### src/rtl/dp_pipe_sched_pkg.sv
// Shared encodings for the dp tile-pipeline scheduler: job modes, FSM states
// and the rotating buffer-pointer step.
package dp_pipe_sched_pkg;

    localparam logic [1:0] M_CTXT = 2'b01;
    localparam logic [1:0] M_PTXT = 2'b10;

    localparam logic [1:0] S_IDLE = 2'd0;
    localparam logic [1:0] S_RUN  = 2'd1;
    localparam logic [1:0] S_DONE = 2'd2;

    function automatic logic mode_legal(input logic [1:0] m);
        return (m == M_CTXT) || (m == M_PTXT);
    endfunction

    // Buffer pointers step by one and wrap at the last buffer.
    function automatic logic [1:0] ptr_next(input logic [1:0] p, input int unsigned nb);
        return ({30'b0, p} == (nb - 1)) ? 2'd0 : p + 2'd1;
    endfunction

endpackage

### src/rtl/dp_pipe_sched_if.sv
// Job control, stage start/done pulses and buffer-role pointers of the
// dp tile-pipeline scheduler, bundled for the scheduler port.
interface dp_pipe_sched_if #(
    parameter int NUM_CORE      = 2,
    parameter int TILE_W        = 16,
    parameter int LOG_NUM_SPLIT = 2
);
    // Handshake: every *_start and *_done is a single-cycle pulse with no
    // back-pressure; a stage is started by its start pulse and reports back
    // with exactly one done pulse per core per tile.
    logic                     i_run;
    logic [TILE_W-1:0]        i_num_tiles;
    logic [1:0]               i_mode;
    logic                     i_axi_done;
    logic [NUM_CORE-1:0]      i_ntt_done;
    logic [NUM_CORE-1:0]      i_madd_done;
    logic                     i_wruram_done;
    logic                     o_ntt_start;
    logic                     o_madd_start;
    logic                     o_wruram_start;
    logic [1:0]               o_sel_axi;
    logic [1:0]               o_sel_ntt;
    logic [1:0]               o_sel_out;
    logic [LOG_NUM_SPLIT-1:0] o_idx_split;
    logic                     o_busy;
    logic                     o_job_done;
    logic                     o_err;
    logic [1:0]               o_dbg_state;

    modport slave (
        input  i_run, i_num_tiles, i_mode, i_axi_done, i_ntt_done, i_madd_done, i_wruram_done,
        output o_ntt_start, o_madd_start, o_wruram_start, o_sel_axi, o_sel_ntt, o_sel_out,
               o_idx_split, o_busy, o_job_done, o_err, o_dbg_state
    );

    modport master (
        output i_run, i_num_tiles, i_mode, i_axi_done, i_ntt_done, i_madd_done, i_wruram_done,
        input  o_ntt_start, o_madd_start, o_wruram_start, o_sel_axi, o_sel_ntt, o_sel_out,
               o_idx_split, o_busy, o_job_done, o_err, o_dbg_state
    );

endinterface

### src/rtl/dp_done_latch.sv
// Sticky per-core done flags for one pipeline stage; clear wins over set.
module dp_done_latch #(
    parameter int N = 2
) (
    input  logic         clk,
    input  logic         rst_n,
    input  logic         clr,
    input  logic [N-1:0] set,
    output logic         all_set
);

    logic [N-1:0] flags;

    always_ff @(posedge clk) begin
        if (!rst_n) begin
            flags <= '0;
        end else if (clr) begin
            flags <= '0;
        end else begin
            flags <= flags | set;
        end
    end

    assign all_set = &flags;

endmodule

### src/rtl/dp_pipe_sched.sv
// Three-stage rotating tile pipeline scheduler: AXI fill, NTT, and an OUT stage
// (MADD or URAM write), with buffer-role rotation at every round end.
module dp_pipe_sched
    import dp_pipe_sched_pkg::*;
#(
    parameter int NUM_CORE      = 2,
    parameter int NUM_BUF       = 3,
    parameter int NUM_SPLIT     = 4,
    parameter int LOG_NUM_SPLIT = 2,
    parameter int TILE_W        = 16
) (
    input logic            clk,
    input logic            rst_n,
    dp_pipe_sched_if.slave bus
);

    logic [1:0]               state;
    logic [1:0]               mode_q;
    logic [TILE_W-1:0]        num_q;
    logic [TILE_W:0]          round_q;
    logic [1:0]               sel_axi_q;
    logic [1:0]               sel_ntt_q;
    logic [1:0]               sel_out_q;
    logic [LOG_NUM_SPLIT-1:0] idx_q;
    logic                     ntt_start_q;
    logic                     madd_start_q;
    logic                     wruram_start_q;
    logic                     err_q;

    logic [TILE_W:0]     num_ext;
    logic [TILE_W:0]     last_round;
    logic                in_run;
    logic                run_ok;
    logic                run_bad;
    logic                axi_valid;
    logic                ntt_valid;
    logic                out_valid;
    logic                axi_all;
    logic                ntt_all;
    logic                out_all;
    logic                round_end;
    logic                last;
    logic                flag_clr;
    logic                any_done;
    logic                done_err;
    logic                axi_set;
    logic [NUM_CORE-1:0] ntt_set;
    logic [NUM_CORE-1:0] out_set;
    logic [NUM_CORE-1:0] out_done;

    assign num_ext    = {1'b0, num_q};
    assign last_round = num_ext + {{TILE_W{1'b0}}, 1'b1};
    assign in_run     = (state == S_RUN);

    assign run_ok  = (state == S_IDLE) && bus.i_run && (bus.i_num_tiles != '0) && mode_legal(bus.i_mode);
    assign run_bad = (state == S_IDLE) && bus.i_run && !((bus.i_num_tiles != '0) && mode_legal(bus.i_mode));

    // Round r: AXI holds tile r, NTT tile r-1, OUT tile r-2.
    assign axi_valid = in_run && (round_q < num_ext);
    assign ntt_valid = in_run && (round_q != '0) && (round_q <= num_ext);
    assign out_valid = in_run && (round_q >= (TILE_W+1)'(2)) && (round_q <= last_round);

    assign round_end = in_run && (!axi_valid || axi_all) && (!ntt_valid || ntt_all)
                              && (!out_valid || out_all);
    assign last      = (round_q == last_round);
    assign flag_clr  = round_end || run_ok;

    assign out_done = (mode_q == M_PTXT) ? bus.i_madd_done : {NUM_CORE{bus.i_wruram_done}};

    // Done pulses in the rotation cycle belong to no tile and are dropped.
    assign axi_set = bus.i_axi_done && axi_valid && !round_end;
    assign ntt_set = (ntt_valid && !round_end) ? bus.i_ntt_done : '0;
    assign out_set = (out_valid && !round_end) ? out_done : '0;

    assign any_done = bus.i_axi_done || (|bus.i_ntt_done) || (|bus.i_madd_done) || bus.i_wruram_done;
    assign done_err = (round_end && any_done)
                   || (bus.i_axi_done && !axi_valid)
                   || ((|bus.i_ntt_done) && !ntt_valid)
                   || ((|bus.i_madd_done) && !(out_valid && (mode_q == M_PTXT)))
                   || (bus.i_wruram_done && !(out_valid && (mode_q == M_CTXT)));

    dp_done_latch #(.N(1)) u_axi_latch (
        .clk(clk), .rst_n(rst_n), .clr(flag_clr), .set(axi_set), .all_set(axi_all)
    );

    dp_done_latch #(.N(NUM_CORE)) u_ntt_latch (
        .clk(clk), .rst_n(rst_n), .clr(flag_clr), .set(ntt_set), .all_set(ntt_all)
    );

    dp_done_latch #(.N(NUM_CORE)) u_out_latch (
        .clk(clk), .rst_n(rst_n), .clr(flag_clr), .set(out_set), .all_set(out_all)
    );

    always_ff @(posedge clk) begin
        if (!rst_n) begin
            state          <= S_IDLE;
            mode_q         <= '0;
            num_q          <= '0;
            round_q        <= '0;
            sel_axi_q      <= 2'd0;
            sel_ntt_q      <= 2'd1;
            sel_out_q      <= 2'd2;
            idx_q          <= '0;
            ntt_start_q    <= 1'b0;
            madd_start_q   <= 1'b0;
            wruram_start_q <= 1'b0;
            err_q          <= 1'b0;
        end else begin
            ntt_start_q    <= 1'b0;
            madd_start_q   <= 1'b0;
            wruram_start_q <= 1'b0;

            if (run_ok) begin
                err_q <= 1'b0;
            end else if (run_bad || done_err) begin
                err_q <= 1'b1;
            end

            case (state)
                S_IDLE: begin
                    if (run_ok) begin
                        state   <= S_RUN;
                        mode_q  <= bus.i_mode;
                        num_q   <= bus.i_num_tiles;
                        round_q <= '0;
                        idx_q   <= '0;
                    end
                end
                S_RUN: begin
                    if (round_end) begin
                        if (last) begin
                            state <= S_DONE;
                        end else begin
                            round_q   <= round_q + 1'b1;
                            sel_axi_q <= ptr_next(sel_axi_q, NUM_BUF);
                            sel_ntt_q <= ptr_next(sel_ntt_q, NUM_BUF);
                            sel_out_q <= ptr_next(sel_out_q, NUM_BUF);
                            if (ntt_valid) begin
                                idx_q <= (idx_q == LOG_NUM_SPLIT'(NUM_SPLIT - 1)) ? '0 : idx_q + 1'b1;
                            end
                            // Start the stages that hold a tile in the next round.
                            ntt_start_q    <= (round_q < num_ext);
                            madd_start_q   <= (round_q != '0) && (round_q <= num_ext) && (mode_q == M_PTXT);
                            wruram_start_q <= (round_q != '0) && (round_q <= num_ext) && (mode_q == M_CTXT);
                        end
                    end
                end
                S_DONE:  state <= S_IDLE;
                default: state <= S_IDLE;
            endcase
        end
    end

    assign bus.o_ntt_start    = ntt_start_q;
    assign bus.o_madd_start   = madd_start_q;
    assign bus.o_wruram_start = wruram_start_q;
    assign bus.o_sel_axi      = sel_axi_q;
    assign bus.o_sel_ntt      = sel_ntt_q;
    assign bus.o_sel_out      = sel_out_q;
    assign bus.o_idx_split    = idx_q;
    assign bus.o_busy         = (state != S_IDLE);
    assign bus.o_job_done     = (state == S_DONE);
    assign bus.o_err          = err_q;
    assign bus.o_dbg_state    = state;

endmodule

### src/flat_wrapper.sv
// flat-port wrapper written by rule: the top's interface ports become plain ports
module dp_pipe_sched_flat import dp_pipe_sched_pkg::*;
#(
    parameter int NUM_CORE      = 2,
    parameter int NUM_BUF       = 3,
    parameter int NUM_SPLIT     = 4,
    parameter int LOG_NUM_SPLIT = 2,
    parameter int TILE_W        = 16
)
  (clk, rst_n, bus_i_run, bus_i_num_tiles, bus_i_mode, bus_i_axi_done, bus_i_ntt_done, bus_i_madd_done, bus_i_wruram_done, bus_o_ntt_start, bus_o_madd_start, bus_o_wruram_start, bus_o_sel_axi, bus_o_sel_ntt, bus_o_sel_out, bus_o_idx_split, bus_o_busy, bus_o_job_done, bus_o_err, bus_o_dbg_state);
  dp_pipe_sched_if #(.NUM_CORE(NUM_CORE), .TILE_W(TILE_W), .LOG_NUM_SPLIT(LOG_NUM_SPLIT)) bus_i ();
  input logic clk;
  input logic rst_n;
  input wire logic [$bits(bus_i.i_run)-1:0] bus_i_run;
  input wire logic [$bits(bus_i.i_num_tiles)-1:0] bus_i_num_tiles;
  input wire logic [$bits(bus_i.i_mode)-1:0] bus_i_mode;
  input wire logic [$bits(bus_i.i_axi_done)-1:0] bus_i_axi_done;
  input wire logic [$bits(bus_i.i_ntt_done)-1:0] bus_i_ntt_done;
  input wire logic [$bits(bus_i.i_madd_done)-1:0] bus_i_madd_done;
  input wire logic [$bits(bus_i.i_wruram_done)-1:0] bus_i_wruram_done;
  output wire logic [$bits(bus_i.o_ntt_start)-1:0] bus_o_ntt_start;
  output wire logic [$bits(bus_i.o_madd_start)-1:0] bus_o_madd_start;
  output wire logic [$bits(bus_i.o_wruram_start)-1:0] bus_o_wruram_start;
  output wire logic [$bits(bus_i.o_sel_axi)-1:0] bus_o_sel_axi;
  output wire logic [$bits(bus_i.o_sel_ntt)-1:0] bus_o_sel_ntt;
  output wire logic [$bits(bus_i.o_sel_out)-1:0] bus_o_sel_out;
  output wire logic [$bits(bus_i.o_idx_split)-1:0] bus_o_idx_split;
  output wire logic [$bits(bus_i.o_busy)-1:0] bus_o_busy;
  output wire logic [$bits(bus_i.o_job_done)-1:0] bus_o_job_done;
  output wire logic [$bits(bus_i.o_err)-1:0] bus_o_err;
  output wire logic [$bits(bus_i.o_dbg_state)-1:0] bus_o_dbg_state;
  assign bus_i.i_run = bus_i_run;
  assign bus_i.i_num_tiles = bus_i_num_tiles;
  assign bus_i.i_mode = bus_i_mode;
  assign bus_i.i_axi_done = bus_i_axi_done;
  assign bus_i.i_ntt_done = bus_i_ntt_done;
  assign bus_i.i_madd_done = bus_i_madd_done;
  assign bus_i.i_wruram_done = bus_i_wruram_done;
  assign bus_o_ntt_start = bus_i.o_ntt_start;
  assign bus_o_madd_start = bus_i.o_madd_start;
  assign bus_o_wruram_start = bus_i.o_wruram_start;
  assign bus_o_sel_axi = bus_i.o_sel_axi;
  assign bus_o_sel_ntt = bus_i.o_sel_ntt;
  assign bus_o_sel_out = bus_i.o_sel_out;
  assign bus_o_idx_split = bus_i.o_idx_split;
  assign bus_o_busy = bus_i.o_busy;
  assign bus_o_job_done = bus_i.o_job_done;
  assign bus_o_err = bus_i.o_err;
  assign bus_o_dbg_state = bus_i.o_dbg_state;
  dp_pipe_sched #(.NUM_CORE(NUM_CORE), .NUM_BUF(NUM_BUF), .NUM_SPLIT(NUM_SPLIT), .LOG_NUM_SPLIT(LOG_NUM_SPLIT), .TILE_W(TILE_W)) u_core (.clk(clk), .rst_n(rst_n), .bus(bus_i));
endmodule
### config.mk
export PLATFORM = sky130hd
export DESIGN_NAME = dp_pipe_sched_flat
export DESIGN_NICKNAME = d
export VERILOG_FILES = /design/src/rtl/dp_pipe_sched_pkg.sv /design/src/rtl/dp_pipe_sched_if.sv /design/src/rtl/dp_done_latch.sv /design/src/rtl/dp_pipe_sched.sv /design/src/flat_wrapper.sv
export SDC_FILE = /design/constraint.sdc
export NUM_CORES = 1
export LEC_CHECK = 0
export ABC_AREA = 1
export CELL_PAD_IN_SITES_DETAIL_PLACEMENT = 2
export CELL_PAD_IN_SITES_GLOBAL_PLACEMENT = 2
export CORE_MARGIN = 2
export CORE_UTILIZATION = 34
export CTS_CLUSTER_SIZE = 25
export DETAILED_ROUTE_END_ITERATION = 8
export GPL_TIMING_DRIVEN = 0
export PLACE_DENSITY = 0.92
export SYNTH_ARGS = -nofsm -noshare
export SYNTH_HDL_FRONTEND = slang
export SYNTH_SLANG_ARGS = --single-unit
export TNS_END_PERCENT = 1
### constraint.sdc
create_clock -name clk -period 9.3 [get_ports clk]
set_input_delay 0.93 -clock clk [delete_from_list [all_inputs] [get_ports clk]]
set_output_delay 0.93 -clock clk [all_outputs]
set_load 0.05 [all_outputs]
==> results of run 1 <==
-- path summary, 6_finish.rpt --
| check | endpoint | slack, ns | cells past startpoint |
|---|---|---|---|
| hold reg to reg | u_core.bus.o_wruram_start | 0.48 | 2 |
| setup / recovery | u_core.bus.o_dbg_state[0] | 4.87 | 19 |
| hold / removal | u_core.bus.o_wruram_start | 0.48 | 2 |
| setup reg to reg | u_core.bus.o_dbg_state[0] | 4.87 | 19 |
-- sequential cells by signal, summed over array words and instances, names as in the netlist --
register                    count
u_core.round_q                 17
u_core.num_q                   16
u_core.bus.o_dbg_state          2
u_core.bus.o_idx_split          2
u_core.bus.o_sel_axi            2
u_core.bus.o_sel_ntt            2
u_core.bus.o_sel_out            2
u_core.mode_q                   2
u_core.u_ntt_latch.flags        2
u_core.u_out_latch.flags        2
u_core.bus.o_err                1
u_core.bus.o_madd_start         1
u_core.bus.o_ntt_start          1
u_core.bus.o_wruram_start       1
u_core.u_axi_latch.all_set      1
-- cell usage in the layout (no fill, tap or decap), drive strengths merged --
master	count
nand4	7
a21o	3
buf	3
a21oi	52
nor3	17
a31oi	2
xor2	23
nor2	79
nor3b	1
clkinv	2
xnor2	2
dfxtp	54
a32oi	1
clkdlybuf4s50	42
clkbuf	16
ha	38
nand2	115
nand3b	5
o21ai	29
nor4	9
clkinvlp	1
inv	69
o22ai	1
nand3	42
-- metal layers --
layer	vias to the layer above	GRT usage, %
li1	1945	-
met5	-	0
met1	2014	28.3
met2	88	49.3
met3	35	3.61
met4	0	9.79
-- power by group through the flow --
stage	Combinational (mW)	Sequential [mW]	Clock, mW
6_report	0.235	0.261	0.205
5_1_grt	0.258	0.264	0.214
4_1_cts	0.236	0.261	0.205
3_5_place_dp	0.229	0.266	0
3_3_place_gp	0.207	0.263	0
2_1_floorplan	0.135	0.276	0
-- per-stage QoR --
step	worst slack [ns]	instance area, um2	std cells	hold WS [ns]	power (mW)
2_1_floorplan	6.10	3900	563	0.430	0.411
3_3_place_gp	5.33	4500	748	0.440	0.471
3_5_place_dp	4.97	4500	748	0.464	0.495
4_1_cts	4.81	4650	756	0.491	0.703
5_1_grt	4.43	4650	756	0.524	0.735
6_report	4.87	4650	756	0.485	0.700
-- critical path: cells and delay by family, from the launching register on --
family,cells,cell delay (ns)
fa+ha+maj,2,0.57
compound gates,1,0.27
flops,1,0.40
simple gates,14,2.57
buf+inv,2,0.50
-- kinds of logic after synthesis --
kind of cell	share of synthesized area [%]
AOI/OAI and AO/OA	12.6
DFF	27.7
and+or+nand+nor	33.2
adders and majority gates	12.2
buffers and inverters	8.64
xor gates and xnor gates	5.62
-- cell type report --
type                            instances  area (um2)
Buffer                                 13        73.8
Clock buffer                            6         139
Clock inverter                          2        12.5
Fill cell                            1363        6670
Inverter                               70         263
Multi-Input combinational cell        426        2480
Sequential cell                        54        1080
Tap cell                              143         179
Timing Repair Buffer                   42         420
==> results.yml, run 1 <==
die:
  core_area_um2: 11300
  die_h_um: 111
  rows: 39
  fp.dieArea_um2: 12300
  ioPinCount: 43
  start_util_pct: 34.4
  die_w_um: 111
power:
  cell_internal_pwr_mw: 0.429
  sw_frac_of_total_pct: 38.8
  combPwrFrac_pct: 33.5
  p_per_area_nw_per_um2: 151
  clkPwrFrac_pct: 29.2
  switchingPower_mw: 0.272
  seqPwrFrac_pct: 37.3
  leakagePower_nw: 1.89
  ir_drop_v: 0.0000709
sta:
  tightest_slew_ns: 0.826
  finalSetupViolCount: 0
  fin_worst_skew_ns: 0.0139
  fmax_mhz: 226
  min_period_ns: 4.43
  slew_violations: 0
  hold_viol_final: 0
  rsz0062_at_grt: "false"
  slew_headroom_pct: 44.5
  final.setup.tns_ns: 0
  fin_crit_sh_pct: 47.7
worst_setup_path:
  critical_path_class: "flip-flop to flip-flop"
  cp-end-kind: "flip-flop"
  timing.rr.start: "u_core.num_q[0]"
  cp-startpoint: "u_core.num_q[0]"
  cp.required_ns: 9.50
  cp_max_fo: 10
  cp_slowest_stage_delay_ns: 0.41
  path_common_cell: "nand2_1"
  worst_path_max_delay_cell: "clkbuf_1"
  crit_chain: "ha_1 > nand3_1 > nor2_1 > nand2_1 > nor3_1 > nand2_1 > nor2_1 > nand3_1 > nor3_1 > nand3_1 > ha_1 > nand2_1 > nor3_1 > nand2_1 > nand2_1 > nand2_2 > clkbuf_1 > inv_1 > a21oi_1"
  arrival_ns: 4.64
  critPathLaunchType: "flip-flop"
placed_design:
  portBuffers: 42
  dpl.hpwl_mm: 12.0
  place.gp.congestion: 0.850
synth:
  syn-num-nets: 628
  syn_inst: 563
  synth_seq_cells: 54
  synth_ff_type: "dfxtp_1"
  ys_async_sr_fraction_pct: 0
  synth_commonest_cells: "nand2_1 (99), nor2_1 (75), inv_1 (66), dfxtp_1 (54), a21oi_1 (42)"
  yosysTopAreaCell: "dfxtp_1"
  synth.most_common_cell: "nand2_1"
  synth_edf_count: 0
  yosysTopAreaCellShare_pct: 27.7
  avgSynthCellArea_um2: 6.92
  yosys_warnings: 0
  synth.cell_area_um2: 3900
  yosysSeqAreaShare_pct: 27.7
  yosysUniqueCellTypes: 34
  synthTopCellsByArea: "dfxtp_1 (28%), ha_1 (12%), nand2_1 (9.5%)"
grt:
  antenna_found_initial: 0
  overflow: 0
  grt_pass1_vias: 4648
  grtUsageTotal_pct: 25.6
  grt_pass1_wl_mm: 24.8
  grt_max_degree: 17
finish:
  fin_nets: 677
  utilization_pct: 41.1
  num_antenna_cells: 0
  syn_to_final_growth_pct: 19.3
  layout-drive-gt1-share_pct: 7.83
clock_network:
  clk_pin_slew_ns: 0.08
  cts_buffers: 5
  clock_latency_ns: 0.31
  cts_tree: "done"
  ctsHoldBuffers: 0
  htreeDepth: 2
  post_cts_buffers: 0
  cts_sinks: 54
  cts_root_buf: "clkbuf_16"
  ctsResizeCount: 0
  clockBufferDepth: 2
hold_path:
  min_path_type: "flip-flop to flip-flop"
  min_from: "u_core.mode_q[0]"
drt:
  drt-met1-wl_mm: 6.15
  dr.max_layer_used: "met4"
  dr_total_vias: 4082
  drtIter0Drc: 106
  ant_nets: 0
  routed-wl-met3_um: 500
  wl_per_cell_um: 20.6
  avgViaCountPerCell: 5.40
  route.detailed.drc: 0
  routed_wl_mm: 15.6
  routed-wl-met2_mm: 8.37
  dr.pass1.iters: 4
job:
  maxCapViolCount: 0
run_status:
  status: "complete, no violations"
Power figures use the tool's default switching activity.
==> run 2: changes to the inputs <==
Settings changed: CORE_UTILIZATION 34 to 29, PLACE_DENSITY 0.92 to 0.84.
Clock period 9.3 ns to 3.8 ns, I/O delays scaled along.
==> run 2 against run 1 <==
  * The run now ends with setup timing left
  * Combinational power rose to 2.6 times the previous value
  * Die area rose by 17%
  * Via count fell by 0.54%
  * Critical endpoint is now u_core.round_q[12]
==> results.yml, run 2 (synthesis results as in run 1) <==
die:
  rows: 42
  fp.dieArea_um2: 14400
  die_w_um: 120
  start_util_pct: 29.5
  die_h_um: 120
  ioPinCount: 43
  core_area_um2: 13200
finish:
  final_common_cell: "nand2_1"
  final_cell_mix: "nand2_1 (94), nor2_1 (72), inv_1 (64)"
  top_regs: "u_core.round_q: 17 flops, u_core.num_q: 16 flops"
  fillers: 1562
  syn_to_final_growth_pct: 26.7
  fin_nets: 689
  multiInputGateArea_um2: 2600
  layout-drive-gt1-share_pct: 13.9
  seqCellArea_um2: 1080
  largest_register: "u_core.round_q"
  largest_reg_flops: 17
  num_antenna_cells: 0
sta:
  slew_violations: 0
  fin_crit_sh_pct: 102
  hold_viol_final: 0
  finalSetupViolCount: 16
  hold_ws_ns: 0.463
  rsz0062_at_grt: "true"
  setup_ws_ns: -0.0574
  min_period_ns: 3.86
  tightest_slew_ns: 0.717
  slew_headroom_pct: 52.2
  fin_worst_skew_ns: 0.00851
  fmax_mhz: 259
worst_setup_path:
  reg2reg_depth: 21
  critical_path_class: "flip-flop to flip-flop"
  cp.required_ns: 3.98
  critPathLaunchType: "flip-flop"
  cp_max_fo: 9
  r2r_setup_slack_ns: -0.06
  cp-startpoint: "u_core.num_q[2]"
  cp-end-kind: "flip-flop"
  timing.rr.start: "u_core.num_q[2]"
  critical_path.endpoint: "u_core.round_q[12]"
  arrival_ns: 4.03
  r2r_end: "u_core.round_q[12]"
drt:
  wl_per_cell_um: 18.0
  dr.pass1.iters: 5
  drtIter0Drc: 113
  avgViaCountPerCell: 5.07
  routed_wl_mm: 14.4
  ant_nets: 0
  route.detailed.drc: 0
  dr_total_vias: 4060
clock_network:
  cts_buffers: 5
  clk_pin_slew_ns: 0.08
  clock_latency_ns: 0.31
  clockBufferDepth: 2
  htreeDepth: 2
  cts_sinks: 54
  cts_tree: "done"
  cts_root_buf: "clkbuf_16"
  ctsHoldBuffers: 0
grt:
  antenna_found_initial: 0
  grt_pass1_vias: 4429
  grt_pass1_wl_mm: 22.4
  grt_max_degree: 19
  grtUsageTotal_pct: 19.7
  overflow: 0
power:
  leakagePower_nw: 2.01
  ir_drop_v: 0.000191
  p_per_area_nw_per_um2: 366
  total_power_mw: 1.81
job:
  maxCapViolCount: 0
placed_design:
  portBuffers: 42
  place.gp.congestion: 0.818
  dpl.hpwl_mm: 10.9
run_status:
  status: "complete, but fails checks"
  violations: "setup timing"
hold_path:
  min_path_type: "flip-flop to flip-flop"
## run 2: cell count changes in the layout (fill, tap and decap cells not counted), sizes merged
cell      before  now
clkinv         2    1
buf            3   14
inv           69   71
clkinvlp       1    0
bufinv         0    1
## run 2: area by class of cell
class / instances / area share, %
Clock buffer: 5 / 2.53
Sequential cell: 54 / 22.0
Timing Repair Buffer: 54 / 10.7
Inverter: 70 / 5.32
Clock inverter: 3 / 0.963
Multi-Input combinational cell: 426 / 52.6
Tap cell: 176 / 4.46
Buffer: 13 / 1.52
## run 2: per-layer routing
metal | up-vias | global-route usage [%] | share of wire [%]
met5 | - | 0 | 0
met3 | 23 | 3.04 | 2.2
met2 | 57 | 36.5 | 53
li1 | 1974 | - | -
met4 | 0 | 5.29 | 2.7
met1 | 2006 | 23.5 | 42
## run 2: critical path: stages, from the launching register on
cell and delay [ns]:
dfxtp_1 0.39, inv_1 0.13, nor3_4 0.19, nand3_2 0.16
nor3_2 0.17, nand4_1 0.28, nor3_2 0.28, nand4_1 0.21
xor2_2 0.21, ha_1 0.30, nand2_2 0.09, nor3_2 0.20
nand2_1 0.08, nand2_1 0.14, nand2_2 0.10, nand3_2 0.09
nand3_4 0.14, nand2_8 0.15, nand2_8 0.10, clkbuf_16 0.18
nand2_2 0.06, a21oi_2 0.05
## run 2: power breakdown
part / switching [mW] / internal [mW]
clock network: 0.241 / 0.317
registers: 0.0394 / 0.602
logic: 0.395 / 0.212
total: 0.675 / 1.13
## run 2: what timing repair did
item                                    4_1_cts  5_1_grt
resized for setup                             6       27
pin swaps                                     1       15
endpoints found under the setup margin       35       36
setup buffers                                 3        8
gates cloned                                  0        1
## run 2: through the flow
stage | setup WS [ns] | std cells | area [um2] | util [%] | TNS, ns
5_1_grt | -0.294 | 801 | 4940 | 37.5 | -8.31
6_report | -0.0574 | 801 | 4940 | 37.5 | -0.500
3_5_place_dp | -0.462 | 781 | 4540 | 34.4 | -10.27
3_3_place_gp | -0.187 | 781 | 4540 | 34.4 | -1.91
4_1_cts | 0.0159 | 792 | 4750 | 36.0 | 0
2_1_floorplan | 0.602 | 563 | 3900 | - | 0
## run 2: how the worst min path moves through the flow
stage	startpoint	to	slack [ns]	cells after the start
after floorplan	u_core.u_ntt_latch.flags[0]	u_core.u_ntt_latch.flags[0]	0.43	2
after global placement	u_core.u_out_latch.flags[0]	u_core.u_out_latch.flags[0]	0.44	2
after detailed placement	u_core.u_out_latch.flags[0]	u_core.u_out_latch.flags[0]	0.45	2
after CTS	u_core.u_out_latch.flags[0]	u_core.u_out_latch.flags[0]	0.47	2
after global routing	u_core.u_out_latch.flags[0]	u_core.u_out_latch.flags[0]	0.49	2
final	u_core.u_out_latch.flags[1]	u_core.u_out_latch.flags[1]	0.46	2
